**config.mk**
```make
export PLATFORM = sky130hd
export DESIGN_NAME = counter_updown_param
export DESIGN_NICKNAME = d
export VERILOG_FILES = /design/src/rtl/counter_updown_param.sv
export SDC_FILE = /design/constraint.sdc
export NUM_CORES = 1
export LEC_CHECK = 0
export BUFFER_PORTS_ARGS = -buffer_cell sky130_fd_sc_hd__buf_4
export CAP_MARGIN = 30
export CELL_PAD_IN_SITES_DETAIL_PLACEMENT = 1
export CELL_PAD_IN_SITES_GLOBAL_PLACEMENT = 2
export CORE_ASPECT_RATIO = 2
export CORE_MARGIN = 2
export CORE_UTILIZATION = 30
export CTS_BUF_LIST = sky130_fd_sc_hd__clkbuf_8 sky130_fd_sc_hd__clkbuf_16
export CTS_CLUSTER_SIZE = 10
export DETAILED_ROUTE_END_ITERATION = 12
export MAX_ROUTING_LAYER = met4
export PLACE_DENSITY = 0.79
export SETUP_SLACK_MARGIN = 0.02
export SYNTH_ARGS = -nofsm -noshare
export SYNTH_HDL_FRONTEND = slang
export SYNTH_SLANG_ARGS = --single-unit
```
**constraint.sdc**
```tcl
create_clock -name CLK -period 2.37 [get_ports CLK]
set_input_delay 0 -clock CLK [delete_from_list [all_inputs] [get_ports CLK]]
set_output_delay 0 -clock CLK [all_outputs]
set_load 0.01 [all_outputs]
```
**src/rtl/counter_updown_param.sv**
```systemverilog
// Parametrised up/down counter with programmable modulus, wrap/saturate boundaries,
// a clock-enable prescaler, boundary pulses and a sticky error flag.

module counter_updown_param #(
    parameter int unsigned       WIDTH    = 16,
    parameter logic [WIDTH-1:0]  MAX_VAL  = {WIDTH{1'b1}},
    parameter bit                SAT_MODE = 1'b0,
    parameter int unsigned       PRESCALE = 1
) (
    input  logic             CLK,
    input  logic             clear,
    input  logic [WIDTH-1:0] dataIn,
    input  logic             load,
    input  logic             enable,
    input  logic             up,
    input  logic             down,
    input  logic             ackErr,
    output logic [WIDTH-1:0] A_count,
    output logic             oFlow,
    output logic             uFlow,
    output logic             errFlag,
    output logic             atMax,
    output logic             atZero
);

    localparam int unsigned PsW = (PRESCALE > 1) ? $clog2(PRESCALE) : 1;
    localparam logic [PsW-1:0] PsLast = PsW'(PRESCALE - 1);

    logic [WIDTH-1:0] count_q, count_d;
    logic [PsW-1:0]   ps_q, ps_d;
    logic             oflow_q, oflow_d;
    logic             uflow_q, uflow_d;
    logic             err_q, err_d;

    logic dir_valid;
    logic qual;
    logic tick;

    // up=down=1 is treated as no request, same as up=down=0.
    assign dir_valid = up ^ down;
    assign qual      = enable & dir_valid;
    assign tick      = qual & (ps_q == PsLast);

    always_comb begin
        count_d = count_q;
        ps_d    = ps_q;
        oflow_d = 1'b0;
        uflow_d = 1'b0;
        if (load) begin
            count_d = (dataIn > MAX_VAL) ? MAX_VAL : dataIn;
            ps_d    = '0;
        end else if (qual) begin
            if (tick) begin
                ps_d = '0;
                if (up) begin
                    if (count_q == MAX_VAL) begin
                        oflow_d = 1'b1;
                        count_d = SAT_MODE ? MAX_VAL : '0;
                    end else begin
                        count_d = count_q + WIDTH'(1);
                    end
                end else begin
                    if (count_q == '0) begin
                        uflow_d = 1'b1;
                        count_d = SAT_MODE ? '0 : MAX_VAL;
                    end else begin
                        count_d = count_q - WIDTH'(1);
                    end
                end
            end else begin
                // Partial prescale is kept across idle cycles; only load or reset clear it.
                ps_d = ps_q + PsW'(1);
            end
        end
    end

    // A new boundary event wins over a same-edge acknowledge.
    always_comb begin
        err_d = err_q;
        if (oflow_d || uflow_d) begin
            err_d = 1'b1;
        end else if (ackErr) begin
            err_d = 1'b0;
        end
    end

    always_ff @(posedge CLK or negedge clear) begin
        if (!clear) begin
            count_q <= '0;
            ps_q    <= '0;
            oflow_q <= 1'b0;
            uflow_q <= 1'b0;
            err_q   <= 1'b0;
        end else begin
            count_q <= count_d;
            ps_q    <= ps_d;
            oflow_q <= oflow_d;
            uflow_q <= uflow_d;
            err_q   <= err_d;
        end
    end

    assign A_count = count_q;
    assign oFlow   = oflow_q;
    assign uFlow   = uflow_q;
    assign errFlag = err_q;
    assign atMax   = (count_q == MAX_VAL);
    assign atZero  = (count_q == '0);

endmodule

```
==> impl_metrics.py, run 1 <==
metrics = {
    "cts": {
        "root_buffer": "clkbuf_16",
        "cts.sinks": 20,
        "path_clk_slew_ps": 60,
        "htreeDepth": 1,
        "cts_buffers": 3,
        "clkLatencyLatePin_ps": 260,
        "cts_buffer_depth": 2,
        "cts_tree": "built",
    },
    "placement": {
        "place_inst": 349,
        "gp_congestion": 0.8694,
        "post_dp_cell_area_sq_um": 2298,
        "io_buffers": 43,
        "dp_hpwl_um": 5164,
    },
    "finish": {
        "layout-drive-gt1-share_pct": 32.25,
        "final_util_pct": 44.90,
        "n_antenna_cell": 0,
        "final_nets": 334,
        "area_growth_pct": 45.32,
        "finalNonFillerCells": 368,
        "final_area_sq_um": 2564,
    },
    "power_and_ir_drop": {
        "p_per_area_nw_per_um2": 510.1,
        "p_total_w": 0.001308,
        "leakage_nw": 1.082,
        "vdd_ir_drop_max_v": 0.0003957,
    },
    "route": {
        "post_drt_wl_per_cell_um": 18.99,
        "drc": 0,
        "drt-total-wl_um": 6987,
        "num_vias": 2122,
        "drtIter0Drc": 59,
        "vias_per_cell": 5.766,
        "antenna_left": 0,
        "firstDrtPassIters": 6,
    },
    "critical_path": {
        "crit_path_max_fanout": 9,
        "end_kind": "register",
        "crit_type": "register to register",
        "worstPathRequired_ps": 2560,
        "startpoint_type": "register",
        "arrival_ps": 2490,
    },
    "synthesis": {
        "avgSynthCellArea_sq_um": 7.475,
        "synth_warnings": 0,
        "synth-compound-area-share_pct": 23.40,
        "netlist_area_sq_um": 1764,
        "synth_top_family_by_area": "simple AND/OR/NAND/NOR gates",
        "syn_nets": 262,
        "synth_mux_area_share_pct": 1.844,
        "yosysUniqueCellTypes": 61,
        "synthTopCellsByCount": "22 x nand2_1, 21 x nor2_1, 20 x dfrtp_1, 18 x nand3_1, 18 x o21ai_0",
        "synth_seq_area_share_pct": 28.37,
        "synth_xor_area_share_pct": 3.475,
        "ys.flop_type": "dfrtp_1",
        "synthSimpleGateAreaFrac_pct": 33.33,
        "synth-edff-count": 0,
        "synth_seq_cells": 20,
        "yosysTopAreaCellShare_pct": 28.37,
        "synth_top_cell_by_area": "dfrtp_1",
        "synthCells": 236,
        "synthAdderAreaFrac_pct": 2.128,
        "synth.most_common_cell": "nand2_1",
        "synthArstFlopShare_pct": 100.0,
        "synthTopCellsByArea": "dfrtp_1 28%, nand3_1 5.1%, o21ai_0 5.1%, nand2_1 4.7%, nor2_1 4.5%",
    },
    "sta": {
        "slew_violations": 0,
        "post-route-min-period_ps": 2295,
        "setup_viol": 0,
        "fin_crit_sh_pct": 96.82,
        "hold_viol_final": 0,
        "slew_headroom_pct": 67.48,
        "worst_pin_slew_ps": 484.1,
        "fin_skew_ps": 3.078,
        "max_freq_mhz": 435.8,
    },
    "global_routing": {
        "antenna_found_initial": 0,
        "grt_pass1_wl_um": 11440,
        "grt_overflow": 0,
        "grt_max_degree": 31,
        "gr-usage-all-layers_pct": 23.25,
        "grt_pass1_vias": 2282,
    },
    "floorplanning": {
        "die_h_um": 112.5,
        "placementRows": 39,
        "initial_core_util_pct": 30.90,
        "core_area_sq_um": 5709,
        "die_w_um": 58.23,
        "io_pins": 44,
        "die_area_sq_um": 6547,
    },
    "worst_hold_path": {
        "hp-class": "input pin to register",
    },
    "flow_run": {
        "maxCapViolations": 0,
    },
    "outcome": {
        "status": "complete, no violations",
    },
}
==> per-layer routing <==
layer | wire (um) | part of all wire [%] | GRT usage [%] | vias up
li1 | - | - | - | 1013
met1 | 2647 | 38 | 25.00 | 1045
met2 | 3915 | 56 | 41.14 | 45
met3 | 181 | 2.6 | 2.304 | 19
met4 | 243 | 3.5 | 11.01 | 0
met5 | 0 | 0 | - | -
==> cell families after synthesis <==
| logic type | count (synthesis) |
|---|---|
| and+or+nand+nor | 110 |
| muxes | 3 |
| DFF | 20 |
| AOI/OAI and AO/OA | 62 |
| xor gates and xnor gates | 7 |
| buffers and inverters | 31 |
| adders and majority gates | 3 |
==> what timing repair did <==
item / in CTS / in global routing
hold buffers: 13 / 0
endpoints found under the setup margin: 0 / 14
endpoints found under the hold margin: 32 / 0
resized for setup: 0 / 8
buffers inserted: 0 / 2
==> worst max-delay path, cell delays in order (launching register included) <==
cell,delay [ps]
dfrtp_2,470
inv_1,100
ha_1,140
or4b_4,480
nor3_4,310
and2b_4,240
o21ai_0,100
a311o_1,320
nand3_1,70
==> final cells by class <==
type	count	area, sq um
clock buffers	4	88.84
fillers	723	3146
inverters	9	33.78
multi-input cells	185	1161
flip-flops and latches	20	503.0
well taps	61	76.32
repair buffers	89	700.7
==> layout by cell type, fill, tap and decap left out, types with 8 or more instances in the layout <==
cell / synthesis / routed
nor3_1: 9 / 9
nor2_1: 21 / 21
nand2_1: 22 / 22
buf_4: 1 / 76
dlygate4sd3_1: 0 / 13
nand3_1: 18 / 18
inv_1: 8 / 8
o21ai_0: 18 / 18
a21oi_1: 10 / 9
dfrtp_1: 20 / 18
==> registers in the layout, indices dropped and copies added, names as in the netlist <==
signal and cells:
ps_q 1, uFlow 1, A_count 16, oFlow 1, errFlag 1
==> per-stage QoR <==
stage,TNS [ps],worst slack (ps),hold WS [ps]
6_report,0,75.27,7.281
5_1_grt,-14.61,-14.61,23.12
4_1_cts,0,61.11,14.81
3_5_place_dp,0,81.70,-85.84
3_3_place_gp,0,116.8,-82.67
2_1_floorplan,0,112.5,-295.6
==> where the power goes <==
group | internal, W | total, W | leakage (nW) | switching (W)
clock | 0.000258 | 0.000401 | 0.0442 | 0.000143
sequential | 0.000375 | 0.000424 | 0.242 | 0.0000489
combinational | 0.000235 | 0.000482 | 0.796 | 0.000248
total | 0.000868 | 0.00131 | 1.08 | 0.000440
==> final timing paths <==
check	start	slack, ps	endpoint	depth (start not counted)
hold / removal	dataIn[1]	7	A_count[1]	3
hold reg to reg	errFlag	550	errFlag	2
setup / recovery	A_count[1]	80	A_count[5]	8
setup reg to reg	A_count[1]	80	A_count[5]	8
min in group asynchronous	clear	180	A_count[2]	2
max in group asynchronous	clear	1940	A_count[1]	2
(Power assumes the default switching activity.)
==> run 2, diff against run 1 <==
==> constraint.sdc (replaced) <==
create_clock -name CLK -period 2.37 [get_ports CLK]
set_input_delay 0 -clock CLK [delete_from_list [all_inputs] [get_ports CLK]]
set_output_delay 0 -clock CLK [all_outputs]
set_load 0.02 [all_outputs]
==> run 2 against run 1 <==
The flow now finishes with violations (hold timing); first-iteration DRC count shrank 46%; core utilization shrank 0.066 points; sequential cell count is the same; critical path depth grew 1; setup slack gained 48 ps; clock skew grew 3.8 ps; cell count shrank 0.82%; critical path type unchanged.
==> impl_metrics.py, run 2 (synthesis gave the netlist of run 1 again) <==
metrics = {
    "outcome": {
        "status": "finished with violations",
        "violations": "hold timing",
    },
    "placement": {
        "place_inst": 348,
        "dp_hpwl_um": 5222,
        "post_dp_cell_area_sq_um": 2306,
        "gp_congestion": 0.9296,
        "io_buffers": 43,
    },
    "sta": {
        "slew_headroom_pct": 71.88,
        "post-route-min-period_ps": 2246,
        "worst_pin_slew_ps": 418.5,
        "fin_crit_sh_pct": 94.78,
        "setup_viol": 0,
        "fin_skew_ps": 6.885,
        "rsz0062_at_grt": "yes",
        "tns_ps": 0,
        "hold-worst-slack_ps": -1.958,
        "hold_viol_final": 1,
        "max_freq_mhz": 445.2,
        "slew_violations": 0,
    },
    "critical_path": {
        "rr_worst_depth": 9,
        "crit_path_max_fanout": 10,
        "end_kind": "register",
        "crit_type": "register to register",
        "r2r_setup_slack_ps": 120,
        "startpoint_type": "register",
        "r2r-end": "A_count[6]",
        "worstPathRequired_ps": 2550,
        "r2r_start": "A_count[1]",
        "arrival_ps": 2430,
    },
    "route": {
        "firstDrtPassIters": 4,
        "post_drt_wl_per_cell_um": 19.23,
        "vias_per_cell": 5.778,
        "drt-total-wl_um": 7020,
        "drtIter0Drc": 32,
        "num_vias": 2109,
        "antenna_left": 0,
        "drc": 0,
    },
    "cts": {
        "path_clk_slew_ps": 70,
        "htreeDepth": 1,
        "root_buffer": "clkbuf_16",
        "cts_buffer_depth": 2,
        "cts.sinks": 20,
        "cts_buffers": 3,
        "clkLatencyLatePin_ps": 260,
        "cts_tree": "built",
    },
    "worst_hold_path": {
        "min_to": "A_count[1]",
        "hp-class": "input pin to register",
        "holdPathStages": 3,
        "hold_path_startpoint": "dataIn[1]",
    },
    "power_and_ir_drop": {
        "p_int_w": 0.0009466,
        "vdd_ir_drop_max_v": 0.0003331,
        "sw_frac_of_total_pct": 33.25,
        "power_switching_w": 0.0004716,
        "p_per_area_nw_per_um2": 554.0,
        "pwr-share-seq_pct": 29.5,
        "pwr-share-comb_pct": 35.9,
        "leakage_nw": 1.078,
        "p_total_w": 0.001418,
        "pwr-share-clk_pct": 34.6,
    },
    "finish": {
        "largest_reg_flops": 16,
        "finalNonFillerCells": 365,
        "final_nets": 331,
        "final_area_sq_um": 2560,
        "nFillCells": 723,
        "n_antenna_cell": 0,
        "final_util_pct": 44.84,
        "layout-drive-gt1-share_pct": 30.92,
        "final_cell_mix": "73 x buf_4, 22 x nand2_1, 20 x dfrtp_1, 20 x nor2_1",
        "layout_commonest_cell": "buf_4",
        "area_growth_pct": 45.11,
    },
    "floorplanning": {
        "core_area_sq_um": 5709,
        "die_w_um": 58.23,
        "placementRows": 39,
        "initial_core_util_pct": 30.90,
        "die_area_sq_um": 6547,
        "die_h_um": 112.5,
        "io_pins": 44,
    },
    "flow_run": {
        "maxCapViolations": 0,
    },
    "global_routing": {
        "grt_max_degree": 31,
        "grt_pass1_vias": 2156,
        "grt_pass1_wl_um": 10890,
        "antenna_found_initial": 0,
        "grt_overflow": 0,
        "gr-usage-all-layers_pct": 22.70,
    },
}
## run 2: how the worst max path moves through the flow
| stage | start | slack [ps] | cells after the start | endpoint |
|---|---|---|---|---|
| 6_report | A_count[1] | 120 | 9 | A_count[6] |
| 5_1_grt | A_count[0] | -8 | 9 | A_count[6] |
| 4_1_cts | A_count[1] | 60 | 9 | A_count[6] |
| 3_5_place_dp | A_count[0] | 80 | 9 | A_count[6] |
| 3_3_place_gp | A_count[0] | 140 | 8 | A_count[5] |
| 2_1_floorplan | A_count[1] | 20 | 7 | A_count[13] |
## run 2: power groups by stage
stage | combinational, W | sequential, W | clock [W]
after floorplan | 0.000238 | 0.000455 | 0
after global placement | 0.000485 | 0.000422 | 0
after detailed placement | 0.000491 | 0.000424 | 0
after CTS | 0.000508 | 0.000418 | 0.000498
after global routing | 0.000549 | 0.000425 | 0.000515
final | 0.000509 | 0.000419 | 0.000490
## run 2: stage by stage
step	hold WS (ps)	worst slack, ps
global route	0.7929	-7.709
global placement	-88.17	139.3
detailed placement	-85.48	84.82
CTS	0.1128	57.94
finish	-1.958	123.7
floorplan	-295.6	24.48
## run 2: layout make-up
| cell class | count | area [sq um] | share of cell area, % |
|---|---|---|---|
| timing repair buffer | 86 | 688.2 | 26.88 |
| clock buffer | 3 | 75.07 | 2.933 |
| clock inverter | 1 | 30.03 | 1.173 |
| multi-input combinational | 185 | 1156 | 45.16 |
| sequential | 20 | 500.5 | 19.55 |
| inverter | 9 | 33.78 | 1.320 |
| tap | 61 | 76.32 | 2.981 |
## run 2: critical path, cell delays in order (launching register included)
cell     delay (ps)
dfrtp_1         440
inv_1           110
ha_1            130
or4b_4          490
nor3_4          260
a21oi_1         150
buf_4           220
a21oi_1         130
o21ai_0         100
o21ai_0         140
## run 2: routing by layer
| layer | GRT usage [%] | vias up | routed length [um] | part of all wire, % |
|---|---|---|---|---|
| li1 | - | 1005 | - | - |
| met1 | 23.41 | 1055 | 2638 | 38 |
| met2 | 42.27 | 33 | 4032 | 57 |
| met3 | 2.074 | 16 | 136 | 1.9 |
| met4 | 8.837 | 0 | 212 | 3.0 |
| met5 | - | - | 0 | 0 |
## run 2: timing repair
item	CTS	global route
hold buffers	12	0
endpoints found under the hold margin	31	0
setup endpoints to repair	0	7
buffers inserted	0	1
resized for setup	0	4
==> run 3, diff against run 2 <==
--- a/config.mk
+++ b/config.mk
@@ -5,7 +5,7 @@
 export SDC_FILE = /design/constraint.sdc
 export NUM_CORES = 1
 export LEC_CHECK = 0
-export BUFFER_PORTS_ARGS = -buffer_cell sky130_fd_sc_hd__buf_4
+export BUFFER_PORTS_ARGS = -buffer_cell sky130_fd_sc_hd__clkbuf_2
 export CAP_MARGIN = 30
 export CELL_PAD_IN_SITES_DETAIL_PLACEMENT = 1
 export CELL_PAD_IN_SITES_GLOBAL_PLACEMENT = 2
@@ -15,6 +15,7 @@
 export CTS_BUF_LIST = sky130_fd_sc_hd__clkbuf_8 sky130_fd_sc_hd__clkbuf_16
 export CTS_CLUSTER_SIZE = 10
 export DETAILED_ROUTE_END_ITERATION = 12
+export GPL_TIMING_DRIVEN = 0
 export MAX_ROUTING_LAYER = met4
 export PLACE_DENSITY = 0.79
 export SETUP_SLACK_MARGIN = 0.02
==> run 3 against run 2 <==
The run now ends clean; via count fell by 0.57%; first-iteration DRC count rose by 69%; fmax fell by 3.1%; register-to-register slack got worse by 70 ps; sequential power rose by 4%; global-route usage rose by 1.6 points; routed wire length rose by 3.1%; largest power group is now clock; count of clock-buffer cells in the layout did not move; sequential share of layout area rose by 1.0 points; non-clock buffer count fell by 6; largest cell class unchanged; hold slack improved by 37 ps.
==> impl_metrics.py, run 3 (synthesis gave the netlist of run 1 again) <==
metrics = {
    "outcome": {
        "status": "complete, no violations",
    },
    "critical_path": {
        "crit_start": "A_count[1]",
        "crit_path_max_fanout": 9,
        "r2r_start": "A_count[1]",
        "arrival_ps": 2530,
        "startpoint_type": "register",
        "end_kind": "register",
        "worstPathRequired_ps": 2580,
        "crit_type": "register to register",
    },
    "cts": {
        "cts.sinks": 20,
        "root_buffer": "clkbuf_16",
        "clkLatencyLatePin_ps": 270,
        "path_clk_slew_ps": 70,
        "htreeDepth": 1,
        "cts_tree": "built",
        "cts_buffer_depth": 2,
        "cts_buffers": 3,
    },
    "placement": {
        "io_buffers": 43,
        "gp_congestion": 0.8982,
        "place_ws_ps": -344.2,
        "dp_hpwl_um": 5228,
    },
    "floorplanning": {
        "initial_core_util_pct": 30.90,
        "die_area_sq_um": 6547,
        "core_area_sq_um": 5709,
        "io_pins": 44,
        "die_h_um": 112.5,
        "placementRows": 39,
        "die_w_um": 58.23,
    },
    "global_routing": {
        "grt_pass1_vias": 2171,
        "gr-usage-all-layers_pct": 24.27,
        "grt_overflow": 0,
        "antenna_found_initial": 0,
        "grt_max_degree": 21,
        "grt_pass1_wl_um": 11430,
    },
    "power_and_ir_drop": {
        "pwr-share-clk_pct": 35.4,
        "p_int_w": 0.0008943,
        "p_per_area_nw_per_um2": 564.2,
        "vdd_ir_drop_max_v": 0.0004762,
        "pwr-share-comb_pct": 33.0,
        "power_switching_w": 0.0004822,
        "pwr-share-seq_pct": 31.6,
        "leakage_nw": 0.9974,
        "sw_frac_of_total_pct": 35.03,
    },
    "finish": {
        "nFillCells": 719,
        "final_nets": 325,
        "largest_reg_flops": 16,
        "ff_latch_area_sq_um": 501.7,
        "area_growth_pct": 38.30,
        "layout_commonest_cell": "clkbuf_2",
        "n_antenna_cell": 0,
        "layout-drive-gt1-share_pct": 29.19,
        "multi_input_area_sq_um": 1236,
        "final_cell_mix": "46 x clkbuf_2, 22 x nand2_1, 20 x nor2_1",
    },
    "sta": {
        "tns_ps": 0,
        "slew_headroom_pct": 55.71,
        "max_freq_mhz": 431.3,
        "post-route-min-period_ps": 2319,
        "worst_pin_slew_ps": 664.4,
        "fin_skew_ps": 14.16,
        "worst_slack_ps": 51.31,
        "hold-worst-slack_ps": 35.11,
        "hold_viol_final": 0,
        "slew_violations": 0,
        "fin_crit_sh_pct": 97.83,
        "setup_viol": 0,
    },
    "worst_hold_path": {
        "hp-class": "input pin to register",
        "hold_path_startpoint": "dataIn[12]",
    },
    "route": {
        "num_vias": 2097,
        "antenna_left": 0,
        "drc": 0,
        "post_drt_wl_per_cell_um": 20.16,
        "vias_per_cell": 5.841,
        "drtIter0Drc": 54,
        "firstDrtPassIters": 4,
        "drt-total-wl_um": 7236,
    },
    "flow_run": {
        "maxCapViolations": 0,
    },
}
==> run 3: changes by cell type in the layout (fill, tap and decap cells not counted), sizes merged <==
| cell | change |
|---|---|
| dlygate4sd3 | +3 |
| buf | -66 |
| clkbuf | +57 |
==> run 3: repair_timing <==
item                                    4_1_cts  5_1_grt
buffers inserted                              1        1
pin swaps                                     1        6
endpoints found under the setup margin       17       12
hold buffers                                 15        0
gates resized for setup                      14       19
endpoints found under the hold margin        34        0
==> run 3: worst paths after layout <==
| check | cells after the start | slack (ps) | endpoint |
|---|---|---|---|
| worst min register to register | 2 | 540 | errFlag |
| worst max-delay path | 6 | 50 | A_count[12] |
| worst max register to register | 6 | 50 | A_count[12] |
| min in group asynchronous | 2 | 250 | A_count[1] |
| max in group asynchronous | 2 | 1720 | A_count[1] |
| worst min-delay path | 2 | 40 | A_count[12] |
==> run 3: per-layer routing <==
layer,vias to the layer above,global-route usage (%),wire length [um]
met2,57,41.82,3977
met1,1021,26.18,2690
met3,22,1.152,202
li1,997,-,-
met5,-,-,0
met4,0,15.35,366
==> run 3: final cells by class <==
cell class	instances	area share, %
repair buffers	60	15.74
flip-flops and latches	20	20.56
plain buffers	20	4.205
clock buffers	3	3.077
multi-input cells	185	50.67
well taps	61	3.128
clock inverters	1	1.231
inverters	9	1.385
==> run 3: power groups by stage <==
stage	Combinational [W]	Clock [W]	Sequential, W
after floorplan	0.000238	0	0.000455
after global placement	0.000410	0	0.000425
after detailed placement	0.000417	0	0.000426
after CTS	0.000445	0.000500	0.000427
after global routing	0.000499	0.000503	0.000441
final	0.000454	0.000487	0.000435
==> run 3: stage by stage <==
step                      area [sq um]  power [W]  utilization (%)  cells
final                             2440   0.001376            42.74    359
after global placement            2058  0.0008348            36.05    340
after floorplan                   1767  0.0006927                -    236
after detailed placement          2058  0.0008432            36.05    340
after CTS                         2381   0.001371            41.71    359
after global routing              2440   0.001443            42.74    359
==> run 3: worst max-delay path: stages, from the launching register on <==
cell,delay (ps)
dfrtp_2,450
ha_1,180
nand3_1,230
or4_4,580
or2_2,330
a32oi_1,250
o221a_2,230
